## config.mk

```make
export PLATFORM = sky130hd
export DESIGN_NAME = uart_core_param
export DESIGN_NICKNAME = d
export VERILOG_FILES = /design/src/rtl/uart_core_param.sv
export SDC_FILE = /design/constraint.sdc
export NUM_CORES = 1
export LEC_CHECK = 0
export CORE_ASPECT_RATIO = 1.25
export CORE_UTILIZATION = 30
export DETAILED_ROUTE_END_ITERATION = 6
export MAX_ROUTING_LAYER = met4
export PLACE_DENSITY_LB_ADDON = 0.15
export SYNTH_ARGS = -nofsm -noshare
export SYNTH_HDL_FRONTEND = slang
export SYNTH_SLANG_ARGS = --single-unit
```

## constraint.sdc

```tcl
create_clock -name clk -period 2.6 [get_ports clk]
set_clock_uncertainty 0.2 [all_clocks]
set_input_delay 0.52 -clock clk [delete_from_list [all_inputs] [get_ports clk]]
set_output_delay 0.52 -clock clk [all_outputs]
set_load 0.03 [all_outputs]
```

## src/rtl/uart_core_param.sv

```systemverilog
// rtl/uart_core_param.sv - parametrised UART core: oversampling baud generator, TX, RX, error flags
// Optional frame parity bit is compiled in with UART_PARITY_EN.
module uart_core_param #(
  parameter int CLK_FREQ   = 50000000,
  parameter int BAUD_RATE  = 9600,
  parameter int OVERSAMPLE = 16,
  parameter int DATA_BITS  = 8,
  parameter int STOP_BITS  = 1,
  parameter int PARITY_ODD = 0
) (
  input  logic                 clk,
  input  logic                 rst_n,
  input  logic                 loopback,
  input  logic                 tx_start,
  input  logic [DATA_BITS-1:0] tx_data,
  output logic                 tx_busy,
  output logic                 tx_done,
  output logic                 txd,
  input  logic                 rxd,
  output logic [DATA_BITS-1:0] rx_data,
  output logic                 rx_valid,
  output logic                 rx_frame_err,
  output logic                 rx_parity_err
);

`ifdef UART_PARITY_EN
  localparam bit PAR_EN = 1'b1;
`else
  localparam bit PAR_EN = 1'b0;
`endif
  localparam bit PAR_ODD = (PARITY_ODD != 0);

  localparam int DIV = CLK_FREQ / (BAUD_RATE * OVERSAMPLE) - 1;
  localparam int BW  = (DIV > 0) ? $clog2(DIV + 1) : 1;
  localparam int OW  = $clog2(OVERSAMPLE);
  localparam int IW  = $clog2(DATA_BITS);
  localparam logic [BW-1:0] DIV_LAST  = BW'(DIV);
  localparam logic [OW-1:0] OS_LAST   = OW'(OVERSAMPLE - 1);
  localparam logic [OW-1:0] OS_HALF   = OW'(OVERSAMPLE / 2 - 1);
  localparam logic [IW-1:0] BIT_LAST  = IW'(DATA_BITS - 1);
  localparam logic          STOP_LAST = 1'(STOP_BITS - 1);

  logic [BW-1:0] baud_cnt;
  logic          os_tick;

  always_ff @(posedge clk or negedge rst_n) begin
    if (!rst_n) begin
      baud_cnt <= '0;
      os_tick  <= 1'b0;
    end else if (baud_cnt == DIV_LAST) begin
      baud_cnt <= '0;
      os_tick  <= 1'b1;
    end else begin
      baud_cnt <= baud_cnt + 1'b1;
      os_tick  <= 1'b0;
    end
  end

  typedef enum logic [2:0] {TX_IDLE, TX_START, TX_DATA, TX_PARITY, TX_STOP} tx_state_t;
  tx_state_t            tx_state;
  logic [DATA_BITS-1:0] tx_shreg;
  logic [OW-1:0]        tx_cnt;
  logic [IW-1:0]        tx_bit;
  logic                 tx_stop;
  logic                 tx_par;
  logic                 tx_line;

  // Loopback keeps the pin idle; the internal line still carries the frame to RX.
  assign txd = loopback ? 1'b1 : tx_line;

  always_ff @(posedge clk or negedge rst_n) begin
    if (!rst_n) begin
      tx_state <= TX_IDLE;
      tx_shreg <= '0;
      tx_cnt   <= '0;
      tx_bit   <= '0;
      tx_stop  <= 1'b0;
      tx_par   <= 1'b0;
      tx_line  <= 1'b1;
      tx_busy  <= 1'b0;
      tx_done  <= 1'b0;
    end else begin
      tx_done <= 1'b0;
      if (tx_state == TX_IDLE) begin
        if (tx_start) begin
          tx_shreg <= tx_data;
          tx_par   <= (^tx_data) ^ PAR_ODD;
          tx_line  <= 1'b0;
          tx_cnt   <= '0;
          tx_busy  <= 1'b1;
          tx_state <= TX_START;
        end
      end else if (os_tick) begin
        if (tx_cnt != OS_LAST) begin
          tx_cnt <= tx_cnt + 1'b1;
        end else begin
          tx_cnt <= '0;
          case (tx_state)
            TX_START: begin
              tx_line  <= tx_shreg[0];
              tx_bit   <= '0;
              tx_state <= TX_DATA;
            end
            TX_DATA: begin
              if (tx_bit != BIT_LAST) begin
                tx_shreg <= {1'b0, tx_shreg[DATA_BITS-1:1]};
                tx_line  <= tx_shreg[1];
                tx_bit   <= tx_bit + 1'b1;
              end else if (PAR_EN) begin
                tx_line  <= tx_par;
                tx_state <= TX_PARITY;
              end else begin
                tx_line  <= 1'b1;
                tx_stop  <= 1'b0;
                tx_state <= TX_STOP;
              end
            end
            TX_PARITY: begin
              tx_line  <= 1'b1;
              tx_stop  <= 1'b0;
              tx_state <= TX_STOP;
            end
            TX_STOP: begin
              if (tx_stop == STOP_LAST) begin
                tx_busy  <= 1'b0;
                tx_done  <= 1'b1;
                tx_state <= TX_IDLE;
              end else begin
                tx_stop <= 1'b1;
              end
            end
            default: tx_state <= TX_IDLE;
          endcase
        end
      end
    end
  end

  logic rx_meta, rx_s;

  always_ff @(posedge clk or negedge rst_n) begin
    if (!rst_n) begin
      rx_meta <= 1'b1;
      rx_s    <= 1'b1;
    end else begin
      rx_meta <= loopback ? tx_line : rxd;
      rx_s    <= rx_meta;
    end
  end

  typedef enum logic [2:0] {RX_IDLE, RX_START, RX_DATA, RX_PARITY, RX_STOP, RX_WAIT} rx_state_t;
  rx_state_t            rx_state;
  logic [DATA_BITS-1:0] rx_shreg;
  logic [OW-1:0]        rx_cnt;
  logic [IW-1:0]        rx_bit;
  logic                 rx_par_bit;

  always_ff @(posedge clk or negedge rst_n) begin
    if (!rst_n) begin
      rx_state      <= RX_IDLE;
      rx_shreg      <= '0;
      rx_cnt        <= '0;
      rx_bit        <= '0;
      rx_par_bit    <= 1'b0;
      rx_data       <= '0;
      rx_valid      <= 1'b0;
      rx_frame_err  <= 1'b0;
      rx_parity_err <= 1'b0;
    end else begin
      rx_valid <= 1'b0;
      if (os_tick) begin
        case (rx_state)
          RX_IDLE: begin
            if (!rx_s) begin
              rx_cnt   <= '0;
              rx_state <= RX_START;
            end
          end
          // Half-bit recheck rejects glitches and centres all later samples.
          RX_START: begin
            if (rx_cnt == OS_HALF) begin
              rx_cnt   <= '0;
              rx_bit   <= '0;
              rx_state <= rx_s ? RX_IDLE : RX_DATA;
            end else begin
              rx_cnt <= rx_cnt + 1'b1;
            end
          end
          RX_DATA: begin
            if (rx_cnt == OS_LAST) begin
              rx_cnt   <= '0;
              rx_shreg <= {rx_s, rx_shreg[DATA_BITS-1:1]};
              if (rx_bit == BIT_LAST) rx_state <= PAR_EN ? RX_PARITY : RX_STOP;
              else                    rx_bit   <= rx_bit + 1'b1;
            end else begin
              rx_cnt <= rx_cnt + 1'b1;
            end
          end
          RX_PARITY: begin
            if (rx_cnt == OS_LAST) begin
              rx_cnt     <= '0;
              rx_par_bit <= rx_s;
              rx_state   <= RX_STOP;
            end else begin
              rx_cnt <= rx_cnt + 1'b1;
            end
          end
          RX_STOP: begin
            if (rx_cnt == OS_LAST) begin
              rx_cnt        <= '0;
              rx_data       <= rx_shreg;
              rx_frame_err  <= !rx_s;
              rx_parity_err <= PAR_EN && (rx_par_bit != ((^rx_shreg) ^ PAR_ODD));
              rx_valid      <= 1'b1;
              rx_state      <= rx_s ? RX_IDLE : RX_WAIT;
            end else begin
              rx_cnt <= rx_cnt + 1'b1;
            end
          end
          RX_WAIT: if (rx_s) rx_state <= RX_IDLE;
          default: rx_state <= RX_IDLE;
        endcase
      end
    end
  end

endmodule

```

==> flow_metrics.tcl <==
set metrics [dict create \
    crit_path_end_kind "output pin" \
    slowest_delay_ns 0.59 \
    synth_top_area_cell "dfrtp_1" \
    rr_startpoint "tx_cnt[0]$_DFFE_PN0P_" \
    cts_setup_buffers 0 \
    yosys_warnings 0 \
    p_seq_share_pct 40.0 \
    ys_seq_area_share_pct 51.67 \
    yosysMostFrequentCell "dfrtp_1" \
    multiInputGateArea_um2 1319 \
    cp.arrival_ns 1.80 \
    antenna_cells 0 \
    syn_nets 291 \
    worstSetupStartpointType "input pin" \
    gp_congestion 0.7204 \
    path_clk_slew_ns 0.05 \
    tns_ns 0 \
    r2r_end "tx_shreg[3]$_DFFE_PN0P_" \
    min_period_ns 2.519 \
    switching_power_w 0.0004467 \
    p_int_w 0.001940 \
    crit_slowest_cell "clkdlybuf4s50_1" \
    layout_setup_ws_ns 0.08121 \
    synth_top_area_share_pct 49.01 \
    routed_wl_um 5291 \
    outcome "finished, violations left" \
    vias 1999 \
    io_pins 27 \
    grt_pass1_wl_um 9363 \
    setup_viol 0 \
    area_delta_synth_final_pct 24.97 \
    drtPass1Iterations 4 \
    p_comb_share_pct 2.0 \
    power_leakage_nw 1.729 \
    wl_per_cell_um 12.30 \
    use_met2_pct 18.69 \
    cts_hold_buf 0 \
    async_flop_share_pct 100.0 \
    viasPerCell 4.649 \
    area.sequential_um2 1530 \
    drive_gt1_share_pct 19.41 \
    antenna_found_initial 0 \
    clk_latency_ns 0.32 \
    place_area_um2 3351 \
    fmax_mhz 397.0 \
    hold_ws_ns -0.0003394 \
    synth_edf_count 0 \
    syn_area_per_cell_um2 10.97 \
    rsz0062_at_grt "false" \
    yosysUniqueCellTypes 49 \
    worst_r2r_path_depth 5 \
    cp_max_fo 2 \
    ant_nets 0 \
    ctsResizeCount 0 \
    grt_pass1_vias 1976 \
    start_util_pct 30.82 \
    gr-usage-met1_pct 14.01 \
    hold_violations 1 \
    critPathKind "input pin to output pin" \
    cts.sink_count 61 \
    synthTopCellsByArea "dfrtp_1 (49%), mux2_2 (7.6%), nand2_1 (4.7%), mux2_4 (3.5%), ha_1 (3.4%)" \
    synthTopCellsByCount "dfrtp_1 (58), nand2_1 (37), mux2_2 (20)" \
    crit_path_frequent_cell "clkdlybuf4s50_1" \
    cts-root-buf "clkbuf_16" \
    grt_overflow_total 0 \
    htree_levels 3 \
    crit_chain "clkdlybuf4s50_1, or2_2, clkdlybuf4s50_1" \
    coreArea_um2 9609 \
    pre_cts_ws_ns 0.08173 \
    hold_class "input pin to async pin" \
    grt_usage_pct 11.95 \
    violations "negative hold slack" \
    slew-limit-headroom_pct 55.45 \
    required_ns 1.88 \
    hpwl_um 3601 \
    nets 320 \
    grt_max_degree 62 \
    cts_tree "yes" \
    powerDensity_nw_per_um2 644.9 \
    syn_inst 270 \
    die_area_um2 10280 \
    first_iter_violations 51 \
    die_w_um 90.87 \
    numCtsBuffers 9 \
    swShare_pct 18.72 \
    grt_use_met3_pct 3.091 \
    die_y_um 113.1 \
    fin_area_um2 3701 \
    ctsLongestPathBuffers 2 \
    port-buffer-count 25 \
    ir_drop_mv 0.2982 \
    cap_violations 0 \
    synth_area_um2 2962 \
    finalCritPeriodShare_pct 96.88 \
    fill_cells 964 \
    ys_seq_elements 61 \
    drc 0 \
    clockPowerShare_pct 58.0 \
    final_max_slew_viol_count 0 \
    r2r_slack_ns 0.46 \
    ys.flop_type "dfrtp_1" \
    rows 40 \
    tightest_slew_ns 0.6627 \
    busiest_layer "met2" \
]
power by group through the flow:
stage	Combinational (W)	Sequential [W]	Clock (W)
after floorplan	0.00000726	0.000971	0
after global placement	0.0000496	0.000971	0
after detailed placement	0.0000496	0.000971	0
after CTS	0.0000496	0.000954	0.00143
after global routing	0.0000547	0.000954	0.00147
final	0.0000472	0.000955	0.00138
placed cells by master (no fill, tap or decap), drive strengths merged, types with 3 or more instances in the layout:
master,count
dfrtp,58
nand2,37
mux2,27
clkdlybuf4s50,24
nor2,18
inv,15
o21ai,11
clkbuf,11
mux2i,8
ha,8
a21oi,7
xnor2,5
nand3,5
buf,5
nand2b,4
and3,4
nor3b,4
nand4,4
xor2,3
nor2b,3
nor3,3
o21a,3
bufinv,3
dfstp,3
cell type report:
| cell class | count | area share (%) |
|---|---|---|
| inverter | 15 | 1.521 |
| clock buffer | 11 | 6.558 |
| clock inverter | 5 | 2.907 |
| tap | 126 | 4.260 |
| sequential | 61 | 41.35 |
| timing repair buffer | 29 | 7.776 |
| multi-input combinational | 183 | 35.63 |
sequential cells by signal (all words and copies together), names as in the netlist:
register,count
baud_cnt,9
rx_data,8
rx_shreg,8
tx_shreg,8
rx_cnt,4
tx_cnt,4
rx_bit,3
rx_state,3
tx_bit,3
tx_state,3
os_tick,1
rx_frame_err,1
rx_meta,1
rx_s,1
rx_valid,1
tx_busy,1
tx_done,1
tx_line,1
stage by stage:
step / utilization [%] / cells / hold slack [ns] / power, W
after global routing: 38.52 / 430 / 0.02784 / 0.002476
after floorplan: - / 270 / 0.02441 / 0.0009779
after global placement: 34.87 / 414 / 0.1484 / 0.001021
after detailed placement: 34.87 / 414 / 0.1482 / 0.001021
final: 38.52 / 430 / -0.0003394 / 0.002387
after CTS: 38.52 / 430 / 0.009439 / 0.002432
routing by layer:
metal  routed length [um]  share of wire (%)
met5                    0                  0
met4                   40               0.76
met3                  174                3.3
met2                 2577                 49
met1                 2499                 47
worst max path at each step:
| stage | from | to | slack [ns] | cells after the start |
|---|---|---|---|---|
| detailed placement | loopback | txd | 0.08 | 3 |
| floorplan | rx_cnt[0]$_DFFE_PN0P_ | rx_data[1]$_DFFE_PN0P_ | 0.65 | 5 |
| finish | loopback | txd | 0.08 | 3 |
| CTS | loopback | txd | 0.08 | 3 |
| global placement | loopback | txd | 0.08 | 3 |
| global route | loopback | txd | 0.05 | 3 |
logic make-up (layout without fill, tap and decap cells):
| logic type | count (synthesis) | count (layout) | synth area share, % |
|---|---|---|---|
| AOI/OAI and AO/OA | 39 | 39 | 9.168 |
| xor gates and xnor gates | 8 | 8 | 2.366 |
| adders and majority gates | 8 | 8 | 3.380 |
| buffers and inverters | 26 | 60 | 3.802 |
| DFF | 61 | 61 | 51.67 |
| muxes | 35 | 35 | 13.86 |
| other | 1 | 1 | 0.1266 |
| and+or+nand+nor | 92 | 92 | 15.63 |
worst max-delay path, delay by kind of cell:
kind / cells / cell delay (ns)
buffers and inverters: 2 / 1.01
and+or+nand+nor: 1 / 0.27
Power figures use the tool's default switching activity.
